<file path="src/rtl/ex_issue_stage.sv">
// ex_issue_stage: ID/EX pipeline register that decodes opcode/funct3/funct7[5]
// into the ALU control code and operand select, then holds the instruction
// for the EX-stage ALU behind a single-entry valid/ready handshake.
module ex_issue_stage #(
  parameter int XLEN  = 64,
  parameter int CNT_W = 32
) (
  input  logic             clk,
  input  logic             reset,
  input  logic             in_valid,
  output logic             in_ready,
  input  logic [6:0]       opcode,
  input  logic [2:0]       funct3,
  input  logic             funct7_5,
  input  logic [XLEN-1:0]  rs1_data,
  input  logic [XLEN-1:0]  rs2_data,
  input  logic [XLEN-1:0]  imm,
  input  logic [4:0]       rd,
  input  logic             flush,
  input  logic             out_ready,
  output logic             out_valid,
  output logic             ALUSrc,
  output logic [3:0]       ALUcontrol,
  output logic [XLEN-1:0]  data1,
  output logic [XLEN-1:0]  read2,
  output logic [XLEN-1:0]  imme,
  output logic [4:0]       rd_out,
  output logic             is_branch,
  output logic             illegal,
  output logic [CNT_W-1:0] issue_count
);

  localparam logic [6:0] OP_R      = 7'b0110011;
  localparam logic [6:0] OP_I      = 7'b0010011;
  localparam logic [6:0] OP_LOAD   = 7'b0000011;
  localparam logic [6:0] OP_STORE  = 7'b0100011;
  localparam logic [6:0] OP_BRANCH = 7'b1100011;

  localparam logic [3:0] ALU_AND = 4'b0000;
  localparam logic [3:0] ALU_OR  = 4'b0001;
  localparam logic [3:0] ALU_ADD = 4'b0010;
  localparam logic [3:0] ALU_NEQ = 4'b0011;
  localparam logic [3:0] ALU_SLL = 4'b0100;
  localparam logic [3:0] ALU_SUB = 4'b0110;
  localparam logic [3:0] ALU_SLT = 4'b0111;
  localparam logic [3:0] ALU_SGE = 4'b1000;
  localparam logic [3:0] ALU_XOR = 4'b1001;
  localparam logic [3:0] ALU_BAD = 4'b1111;

  logic [3:0] decCtrl;
  logic       decSrc;
  logic       decBranch;
  logic       decIllegal;
  logic       accept;
  logic       consume;

  // The register can take a new instruction when empty or being drained.
  assign in_ready = !out_valid || out_ready;
  assign accept   = in_valid && in_ready;
  assign consume  = out_valid && out_ready;

  // Decode the incoming instruction; anything unlisted falls through as
  // illegal with the "ALU returns 0" code so the trap logic can catch it.
  always_comb begin
    decCtrl    = ALU_BAD;
    decSrc     = 1'b0;
    decBranch  = 1'b0;
    decIllegal = 1'b1;
    unique case (opcode)
      OP_R, OP_I: begin
        decIllegal = 1'b0;
        case (funct3)
          3'b000:  decCtrl = (opcode == OP_R && funct7_5) ? ALU_SUB : ALU_ADD;
          3'b001:  begin
            decCtrl = ALU_SLL;
            if (opcode == OP_I && funct7_5) decIllegal = 1'b1;
          end
          3'b010:  decCtrl = ALU_SLT;
          3'b100:  decCtrl = ALU_XOR;
          3'b110:  decCtrl = ALU_OR;
          3'b111:  decCtrl = ALU_AND;
          default: decIllegal = 1'b1;
        endcase
        if (decIllegal) begin
          decCtrl = ALU_BAD;
        end else begin
          decSrc = (opcode == OP_I);
        end
      end
      OP_LOAD, OP_STORE: begin
        decCtrl    = ALU_ADD;
        decSrc     = 1'b1;
        decIllegal = 1'b0;
      end
      OP_BRANCH: begin
        decIllegal = 1'b0;
        decBranch  = 1'b1;
        case (funct3)
          3'b000:  decCtrl = ALU_SUB;
          3'b001:  decCtrl = ALU_NEQ;
          3'b110:  decCtrl = ALU_SGE;
          3'b111:  decCtrl = ALU_SLT;
          default: begin
            decCtrl    = ALU_BAD;
            decBranch  = 1'b0;
            decIllegal = 1'b1;
          end
        endcase
      end
      default: begin
        decCtrl    = ALU_BAD;
        decIllegal = 1'b1;
      end
    endcase
  end

  // Pipeline register: reset beats flush, flush beats accept/hold, and the
  // issue counter only advances on a real hand-off to EX.
  always_ff @(posedge clk) begin
    if (reset) begin
      out_valid   <= 1'b0;
      ALUSrc      <= 1'b0;
      ALUcontrol  <= 4'b0000;
      data1       <= '0;
      read2       <= '0;
      imme        <= '0;
      rd_out      <= 5'd0;
      is_branch   <= 1'b0;
      illegal     <= 1'b0;
      issue_count <= '0;
    end else if (flush) begin
      out_valid <= 1'b0;
    end else begin
      if (consume) begin
        issue_count <= issue_count + CNT_W'(1);
      end
      if (accept) begin
        out_valid  <= 1'b1;
        ALUSrc     <= decSrc;
        ALUcontrol <= decCtrl;
        data1      <= rs1_data;
        read2      <= rs2_data;
        imme       <= imm;
        rd_out     <= rd;
        is_branch  <= decBranch;
        illegal    <= decIllegal;
      end else if (consume) begin
        out_valid <= 1'b0;
      end
    end
  end

endmodule

</file>
<file path="config.mk">
export PLATFORM = sky130hd
export DESIGN_NAME = ex_issue_stage
export DESIGN_NICKNAME = d
export VERILOG_FILES = /design/src/rtl/ex_issue_stage.sv
export SDC_FILE = /design/constraint.sdc
export NUM_CORES = 1
export LEC_CHECK = 0
export ABC_CLOCK_PERIOD_IN_PS = 2300
export CORE_AREA = 2 2 176 178
export DETAILED_ROUTE_END_ITERATION = 7
export DIE_AREA = 0 0 178 180
export DONT_BUFFER_PORTS = 1
export GPL_TIMING_DRIVEN = 1
export PLACE_DENSITY = 0.5
export SYNTH_ARGS = -nofsm -noshare
export SYNTH_HDL_FRONTEND = slang
export SYNTH_SLANG_ARGS = --single-unit
</file>
<file path="constraint.sdc">
create_clock -name clk -period 2.3 [get_ports clk]
set_clock_uncertainty 0.1 [all_clocks]
set_input_delay 0.23 -clock clk [delete_from_list [all_inputs] [get_ports clk]]
set_output_delay 0.23 -clock clk [all_outputs]
set_load 0.01 [all_outputs]
</file>
==> metrics.cfg, run 1 <==
[power]
ir_worst_vdd_v=0.000497
p_total_mw=9.40
powerDensity_nw_per_um2=751
p_leak_nw=4.77

[grt]
grt_pass1_vias=7536
grt_max_degree=239
grt_pass1_wl_um=41200
overflow=0
grt_use_total_pct=15.9
antenna_found_initial=0

[logic_synthesis]
syn_nets=1312
ys_warn_count=0
yosysSeqAreaShare_pct=54.7
synth.avg_cell_area_sq_um=7.90
syn_area_sq_um=8670
ys_seq_elements=237
synth_top_area_cell=dfxtp_1
netlist_top_cells_area=dfxtp_1 (55%), nand2_1 (18%), a21oi_1 (13%)
synth.distinct_cells=40
synthCells=1098
synth_top_area_share_pct=54.7

[outcome]
violations=negative hold slack
status=complete, but fails checks

[timing]
fin_crit_ns=2.29
slew_headroom_pct=49.6
whs_ns=-0.318
hold_viol=51
tns_ns=0
setup_viol_count_final=0
finalCritPeriodShare_pct=99.8
slew_violations=0
clock.fmax_mhz=436
tightest_slew_ns=0.756

[detailed_routing]
drt_wl_total_um=29800
drt_pass1_iterations=5
vias=8518
ant_nets=0
drtIter0Drc=459
routedWlPerCell_um=17.1
viasPerCell=4.90
drc=0

[floorplanning]
initial_core_util_pct=28.7
num_rows=64
die-area_sq_um=32000
die_x_um=178
core_area_sq_um=30200
die_y_um=180
ios=451

[worst_hold_path]
hp-class=input pin to flop
hold_start=reset

[place]
dp.cells=1454
numPortBuffers=0
gp_congestion=0.798
hpwl_um=18900

[clocking]
clockBufferDepth=3
cts.clk_slew.worst_paths_ns=0.06
htree_levels=1
clk_latency_ns=0.52
cts_tree=yes
cts.sinks=237
cts_setup_buffers=0
cts-buffers-inserted=26
cts_root_buf=clkbuf_16

[critical_path]
startpoint_type=flop
critical_path_arrival_ns=2.65
critPathMaxFanout=83
reg2reg_from=out_valid$_SDFFE_PP0P_
crit_type=flop to flop
worst_path_largest_cell_delay_ns=0.60
end_kind=flop
crit_start=out_valid$_SDFFE_PP0P_
crit_slowest_cell=dlygate4sd3_1
required_ns=2.65
path_cells=nand2b_2 -> nand2_4 -> buf_16 -> nand2_1 -> a21oi_1 -> dlygate4sd3_1

[layout]
stdcell_count=1737
layout-drive-gt1-share_pct=6.71
fin_util_pct=41.4
area_delta_synth_final_pct=44.3
n_fill_cell=2963
diodes=0
final_nets=1536

[flow_run]
cap_viol_max_count=0

-- worst max-delay path, delay by kind of cell (launching register included) --
kind	cells	cell delay, ns
flip-flops	1	0.44
AND/OR/NAND/NOR	3	0.52
AO/OA/AOI/OAI	1	0.18
buffers and inverters	2	0.88
-- routing by layer --
metal  wire length [um]  GRT usage [%]  up-vias
li1                   -              -     4092
met1              11300           17.7     3969
met2              14700           28.0      391
met3               2870           5.41       66
met4                931           5.61        0
met5                  0              0        -
-- where the power goes --
group          switching, mW  internal (mW)
logic                  0.321          0.398
registers              0.214           4.28
clock network           1.66           2.53
-- kinds of logic after synthesis --
family	Yosys count	share of synthesized area, %
buf+inv	92	4.15
mux	3	0.361
fa+ha+maj	1	0.144
simple gates	495	23.7
compound gates	259	15.8
xor+xnor	11	1.11
flops	237	54.7
-- cell usage after synthesis (all sizes together) --
master / number
or3b: 1
o21ai: 7
or2: 1
and3: 2
inv: 10
nor4bb: 1
nand3b: 2
buf: 9
and4: 2
xor2: 2
dfxtp: 237
a2bb2oi: 1
nand2b: 4
nor2: 21
nand4: 9
a211oi: 6
or4: 17
a31oi: 2
a311oi: 1
ha: 1
clkbuf: 73
o211ai: 1
mux2i: 2
or3: 7
o31ai: 16
mux2: 1
and2: 2
nand3: 10
o22ai: 2
nor4: 5
nand4b: 1
a21o: 1
nand2: 406
xnor2: 9
nor2b: 1
a21oi: 222
nor3: 3
-- state kept, by name (all words and copies together) (netlist names) --
signal,cells
is_branch,1
ALUcontrol,4
out_valid,1
data1,64
rd_out,5
issue_count,32
read2,64
illegal,1
imme,64
ALUSrc,1
-- final cells by class --
type,count,area [sq um],share of cell area [%]
flip-flops and latches,237,4740,37.9
multi-input cells,769,3590,28.7
repair buffers,278,2790,22.3
clock buffers,41,778,6.22
well taps,396,495,3.96
clock inverters,6,80.1,0.640
inverters,10,37.5,0.300
-- cell usage in the layout (no fill, tap or decap), types with 10 or more instances in the layout --
master         instances
or4_1                 16
nand3_1               10
clkbuf_16             27
nand2_1              405
buf_4                 34
nor2_1                21
a21oi_1              222
inv_1                 10
o31ai_1               16
dlygate4sd3_1        236
dfxtp_1              237
-- final timing paths --
check                                       to  depth (start not counted)  slack, ns
hold / removal    issue_count[16]$_SDFFE_PP0P_                          1      -0.32
hold reg to reg         rd_out[4]$_SDFFE_PP0P_                          2       0.40
setup reg to reg         imme[47]$_SDFFE_PP0P_                          6      0.005
setup / recovery         imme[47]$_SDFFE_PP0P_                          6      0.005
-- metrics by stage --
step	setup WS [ns]	area, sq um
4_1_cts	0.0463	10800
6_report	0.00549	12500
5_1_grt	-0.0630	12500
3_5_place_dp	0.142	9270
3_3_place_gp	0.190	9270
2_1_floorplan	0.170	8670
-- repair_timing --
item / 4_1_cts / 5_1_grt
endpoints found under the hold margin: 237 / 203
endpoints found under the setup margin: 0 / 18
hold buffers: 66 / 170
gates resized for setup: 0 / 4
No activity file was read; power rests on OpenSTA's default activity.
==> run 2, diff against run 1 <==
--- a/config.mk
+++ b/config.mk
@@ -7,11 +7,14 @@
 export LEC_CHECK = 0
 export ABC_CLOCK_PERIOD_IN_PS = 2300
 export CORE_AREA = 2 2 176 178
+export CTS_BUF_LIST = sky130_fd_sc_hd__clkbuf_8 sky130_fd_sc_hd__clkbuf_16
+export CTS_CLUSTER_DIAMETER = 50
 export DETAILED_ROUTE_END_ITERATION = 7
 export DIE_AREA = 0 0 178 180
 export DONT_BUFFER_PORTS = 1
 export GPL_TIMING_DRIVEN = 1
 export PLACE_DENSITY = 0.5
+export REMOVE_ABC_BUFFERS = 1
 export SYNTH_ARGS = -nofsm -noshare
 export SYNTH_HDL_FRONTEND = slang
 export SYNTH_SLANG_ARGS = --single-unit
==> metrics.cfg, run 2 (synthesized netlist as in run 1, its figures left out) <==
[timing]
tightest_slew_ns=0.590
clock.fmax_mhz=453
finalCritPeriodShare_pct=95.9
hold_viol=0
setup_viol_count_final=0
fin_crit_ns=2.21
slew_violations=0
slew_headroom_pct=60.7
rsz0062_at_grt=yes

[floorplanning]
die_x_um=178
ios=451
num_rows=64
die_y_um=180
core_area_sq_um=30200
die-area_sq_um=32000
initial_core_util_pct=28.7

[grt]
grt_use_total_pct=16.9
overflow=0
grt_pass1_vias=8537
grt_pass1_wl_um=44300
antenna_found_initial=5
grt_max_degree=132

[clocking]
clockBufferDepth=3
clk_latency_ns=0.53
htree_levels=1
cts_root_buf=clkbuf_16
cts.sinks=237
cts.clk_slew.worst_paths_ns=0.06
cts_setup_buffers=0
cts_tree=yes
cts-buffers-inserted=28

[power]
clock_power_share_pct=43.7
p_sw_share_pct=24.2
p_int_mw=7.07
p_seq_share_pct=48.1
ir_worst_vdd_v=0.000450
comb_power_share_pct=8.2
p_total_mw=9.32
p_leak_nw=4.90
powerDensity_nw_per_um2=734
p_sw_mw=2.25

[layout]
layout_commonest_cell=nand2_1
top_regs=data1 x64, imme x64, read2 x64
stdcell_count=1759
area_delta_synth_final_pct=46.3
layout-drive-gt1-share_pct=6.03
final_nets=1558
layout_common_cells=nand2_1 (405), dlygate4sd3_1 (264), dfxtp_1 (235)

[critical_path]
crit_slowest_cell=dlygate4sd3_1
startpoint_type=flop
worst_path_largest_cell_delay_ns=0.57
critPathMaxFanout=76
end_kind=flop
path_cells=nand2b_1 -> buf_4 -> nand2_4 -> buf_12 -> nand2_1 -> a21oi_1 -> dlygate4sd3_1
critical_path_arrival_ns=2.58
r2r_slack_ns=0.09
crit_type=flop to flop
required_ns=2.67

[detailed_routing]
viasPerCell=4.81
drc=0
vias=8468
ant_nets=0
drt_wl_total_um=29200
drtIter0Drc=423
routedWlPerCell_um=16.6
drt_pass1_iterations=5

[place]
hpwl_um=18100
gp_congestion=0.795
dp.cells=1445
numPortBuffers=0

[flow_run]
cap_viol_max_count=0

[outcome]
status=complete, no violations

[worst_hold_path]
hp-class=input pin to flop

-- run 2: changes by cell type in the layout (fill, tap and decap cells not counted), moves of 3 or more --
cell           change
dlygate4sd3_1     +28
clkbuf_1           -9
inv_1              +8
buf_4              -6
clkbuf_8           -5
diode_2            +4
buf_12             -3
-- run 2: area by class of cell --
cell class | count | area (sq um)
inverter | 10 | 37.5
clock inverter | 16 | 114
antenna | 4 | 10.0
fill | 2973 | 17500
clock buffer | 29 | 726
sequential | 237 | 4750
timing repair buffer | 298 | 2970
multi-input combinational | 769 | 3590
tap | 396 | 495
-- run 2: timing repair --
action                                 in CTS  in global routing
hold buffers                              265                  0
resized for setup                           0                  5
setup endpoints to repair                   0                 28
endpoints found under the hold margin     237                  0
-- run 2: path summary, 6_finish.rpt --
check,end,start,depth (start not counted)
hold reg to reg,data1[25]$_SDFFE_PP0P_,data1[25]$_SDFFE_PP0P_,2
hold / removal,rd_out[3]$_SDFFE_PP0P_,reset,2
setup / recovery,imme[49]$_SDFFE_PP0P_,out_valid$_SDFFE_PP0P_,7
setup reg to reg,imme[49]$_SDFFE_PP0P_,out_valid$_SDFFE_PP0P_,7
-- run 2: power groups by stage --
stage          sequential (mW)  combinational, mW  clock (mW)
6_report                  4.48              0.764        4.07
5_1_grt                   4.50              0.848        4.35
4_1_cts                   4.48              0.757        4.18
3_5_place_dp              4.57              0.394           0
3_3_place_gp              4.57              0.381           0
2_1_floorplan             4.52              0.314           0
-- run 2: stage by stage --
| step | hold WS, ns | setup WS [ns] | TNS, ns | area [sq um] | util (%) |
|---|---|---|---|---|---|
| 2_1_floorplan | 0.199 | -2.14 | -427.75 | 8350 | - |
| 3_3_place_gp | 0.204 | 0.111 | 0 | 9150 | 30.3 |
| 3_5_place_dp | 0.206 | 0.0514 | 0 | 9150 | 30.3 |
| 4_1_cts | 0.0396 | 0.0267 | 0 | 12700 | 41.9 |
| 5_1_grt | 0.0855 | -0.0423 | -0.265 | 12700 | 42.0 |
| 6_report | 0.0415 | 0.0948 | 0 | 12700 | 42.0 |
-- run 2: per-layer routing --
| layer | up-vias | part of all wire (%) | global-route usage (%) | wire, um |
|---|---|---|---|---|
| li1 | 4136 | - | - | - |
| met1 | 3904 | 39 | 18.7 | 11300 |
| met2 | 345 | 47 | 29.1 | 13800 |
| met3 | 81 | 10 | 5.99 | 3030 |
| met4 | 2 | 3.6 | 6.98 | 1050 |
| met5 | - | 0.055 | 0 | 16 |
-- run 2: worst max-delay path, delay by kind of cell, from the launching register on --
family / cells / cell delay [ns]
buffers and inverters: 3 / 1.03
DFF: 1 / 0.43
and+or+nand+nor: 3 / 0.34
AOI/OAI and AO/OA: 1 / 0.16
==> run 3, diff against run 2 <==
--- a/config.mk
+++ b/config.mk
@@ -6,14 +6,15 @@
 export NUM_CORES = 1
 export LEC_CHECK = 0
 export ABC_CLOCK_PERIOD_IN_PS = 2300
-export CORE_AREA = 2 2 176 178
+export CORE_MARGIN = 10
+export CORE_UTILIZATION = 35
 export CTS_BUF_LIST = sky130_fd_sc_hd__clkbuf_8 sky130_fd_sc_hd__clkbuf_16
 export CTS_CLUSTER_DIAMETER = 50
 export DETAILED_ROUTE_END_ITERATION = 7
-export DIE_AREA = 0 0 178 180
 export DONT_BUFFER_PORTS = 1
 export GPL_TIMING_DRIVEN = 1
-export PLACE_DENSITY = 0.5
+export MAX_ROUTING_LAYER = met4
+export PLACE_DENSITY = 0.57
 export REMOVE_ABC_BUFFERS = 1
 export SYNTH_ARGS = -nofsm -noshare
 export SYNTH_HDL_FRONTEND = slang
==> metrics.cfg, run 3 (synthesized netlist as in run 1, its figures left out) <==
[outcome]
status=complete, no violations

[detailed_routing]
drt_pass1_iterations=5
routedWlPerCell_um=19.9
drtIter0Drc=530
viasPerCell=5.12
ant_nets=0
drt_wl_total_um=33200
vias=8521
drc=0

[critical_path]
crit_type=flop to flop
path_cells=ha_1 -> nand4b_1 -> buf_4 -> nor4_1 -> xnor2_1 -> nor2_1 -> dlygate4sd3_1
worst_path_largest_cell_delay_ns=0.55
startpoint_type=flop
required_ns=2.63
end_kind=flop
reg2reg_from=issue_count[1]$_SDFFE_PP0P_
crit_slowest_cell=dlygate4sd3_1
r2r_end=issue_count[12]$_SDFFE_PP0P_
critPathMaxFanout=6
ff2ff_path_depth=7
critical_path_arrival_ns=2.53
r2r_slack_ns=0.1

[layout]
top_regs=data1 x64, imme x64, read2 x64
layout-drive-gt1-share_pct=7.28
final_nets=1523
area.sequential_sq_um=4740
multi_input_area_sq_um=3600
area_delta_synth_final_pct=44.0
layout_commonest_cell=nand2_1
layout_common_cells=nand2_1 (405), dfxtp_1 (237), a21oi_1 (222)
n_fill_cell=2281
stdcell_area_sq_um=12500

[clocking]
cts_tree=yes
clockBufferDepth=3
clk_latency_ns=0.54
htree_levels=1
cts-buffers-inserted=30
cts.clk_slew.worst_paths_ns=0.06
cts.sinks=237
cts_root_buf=clkbuf_16

[power]
p_sw_mw=2.37
p_int_mw=7.34
comb_power_share_pct=7.7
ir_worst_vdd_v=0.000482
clock_power_share_pct=46.0
p_seq_share_pct=46.3
p_leak_nw=4.87
powerDensity_nw_per_um2=778
p_sw_share_pct=24.4
p_total_mw=9.72

[timing]
clock.fmax_mhz=454
slew_headroom_pct=45.3
slew_violations=0
rsz0062_at_grt=yes
tightest_slew_ns=0.818
hold_viol=0
finalCritPeriodShare_pct=95.7
setup_viol_count_final=0
fin_crit_ns=2.20

[worst_hold_path]
hp-class=input pin to flop
hold_start=reset
min_to=read2[53]$_SDFFE_PP0P_
hold_depth=2

[grt]
grt_pass1_vias=8375
overflow=0
grt_max_degree=129
antenna_found_initial=8
grt_use_total_pct=19.5
grt_pass1_wl_um=48200

[floorplanning]
initial_core_util_pct=35.7
die_x_um=177
ios=451
core_area_sq_um=24300
die_y_um=177
num_rows=57
die-area_sq_um=31500

[place]
placed_area_sq_um=9190
numPortBuffers=0
gp_congestion=0.850
hpwl_um=21900

[flow_run]
cap_viol_max_count=0

==> run 3: power by group through the flow <==
| stage | Sequential, mW | Combinational (mW) | Clock (mW) |
|---|---|---|---|
| 2_1_floorplan | 4.52 | 0.314 | 0 |
| 3_3_place_gp | 4.59 | 0.408 | 0 |
| 3_5_place_dp | 4.60 | 0.420 | 0 |
| 4_1_cts | 4.51 | 0.713 | 4.58 |
| 5_1_grt | 4.52 | 0.834 | 4.73 |
| 6_report | 4.50 | 0.751 | 4.47 |
==> run 3: final cells by class <==
| class | count | area share [%] |
|---|---|---|
| inverter | 10 | 0.301 |
| timing repair buffer | 260 | 21.7 |
| clock inverter | 21 | 1.20 |
| antenna | 9 | 0.180 |
| sequential | 237 | 38.0 |
| multi-input combinational | 770 | 28.8 |
| tap | 324 | 3.25 |
| clock buffer | 34 | 6.54 |
==> run 3: timing repair <==
item	in CTS	in global routing
hold endpoints to repair	237	0
buffers inserted	0	1
gates resized for setup	0	5
setup endpoints to repair	0	111
hold buffers	219	0
==> run 3: worst max path at each step <==
stage	startpoint	endpoint	slack, ns	depth (start not counted)
detailed placement	issue_count[3]$_SDFFE_PP0P_	issue_count[28]$_SDFFE_PP0P_	0.13	4
floorplan	out_valid$_SDFFE_PP0P_	ALUcontrol[2]$_SDFFE_PP0P_	-2.14	4
global route	issue_count[0]$_SDFFE_PP0P_	issue_count[12]$_SDFFE_PP0P_	-0.05	7
finish	issue_count[1]$_SDFFE_PP0P_	issue_count[12]$_SDFFE_PP0P_	0.1	7
CTS	out_valid$_SDFFE_PP0P_	imme[50]$_SDFFE_PP0P_	0.02	8
global placement	issue_count[3]$_SDFFE_PP0P_	issue_count[28]$_SDFFE_PP0P_	0.15	4
==> run 3: per-layer routing <==
layer,vias up,wire length (um),GRT usage [%],part of all wire [%]
met5,-,0,-,0
met4,0,1140,8.37,3.4
met3,74,3670,7.76,11
met2,384,16500,32.0,50
met1,3982,11900,20.6,36
li1,4081,-,-,-
==> run 3: metrics by stage <==
| stage | utilization (%) | hold WS, ns | setup TNS [ns] | cells | setup WS (ns) |
|---|---|---|---|---|---|
| global placement | 37.8 | 0.211 | 0 | 1378 | 0.155 |
| detailed placement | 37.8 | 0.207 | 0 | 1378 | 0.126 |
| CTS | 50.8 | 0.0540 | 0 | 1652 | 0.0167 |
| finish | 51.4 | 0.0815 | 0 | 1665 | 0.0993 |
| floorplan | - | 0.199 | -427.75 | 1016 | -2.14 |
| global route | 51.3 | 0.0795 | -0.217 | 1664 | -0.0533 |
==> run 3: worst max-delay path, delay by kind of cell, from the launching register on <==
| family | cells | cell delay, ns |
|---|---|---|
| xor+xnor | 1 | 0.18 |
| fa+ha+maj | 1 | 0.14 |
| buf+inv | 2 | 0.73 |
| simple gates | 3 | 0.61 |
| flops | 1 | 0.34 |
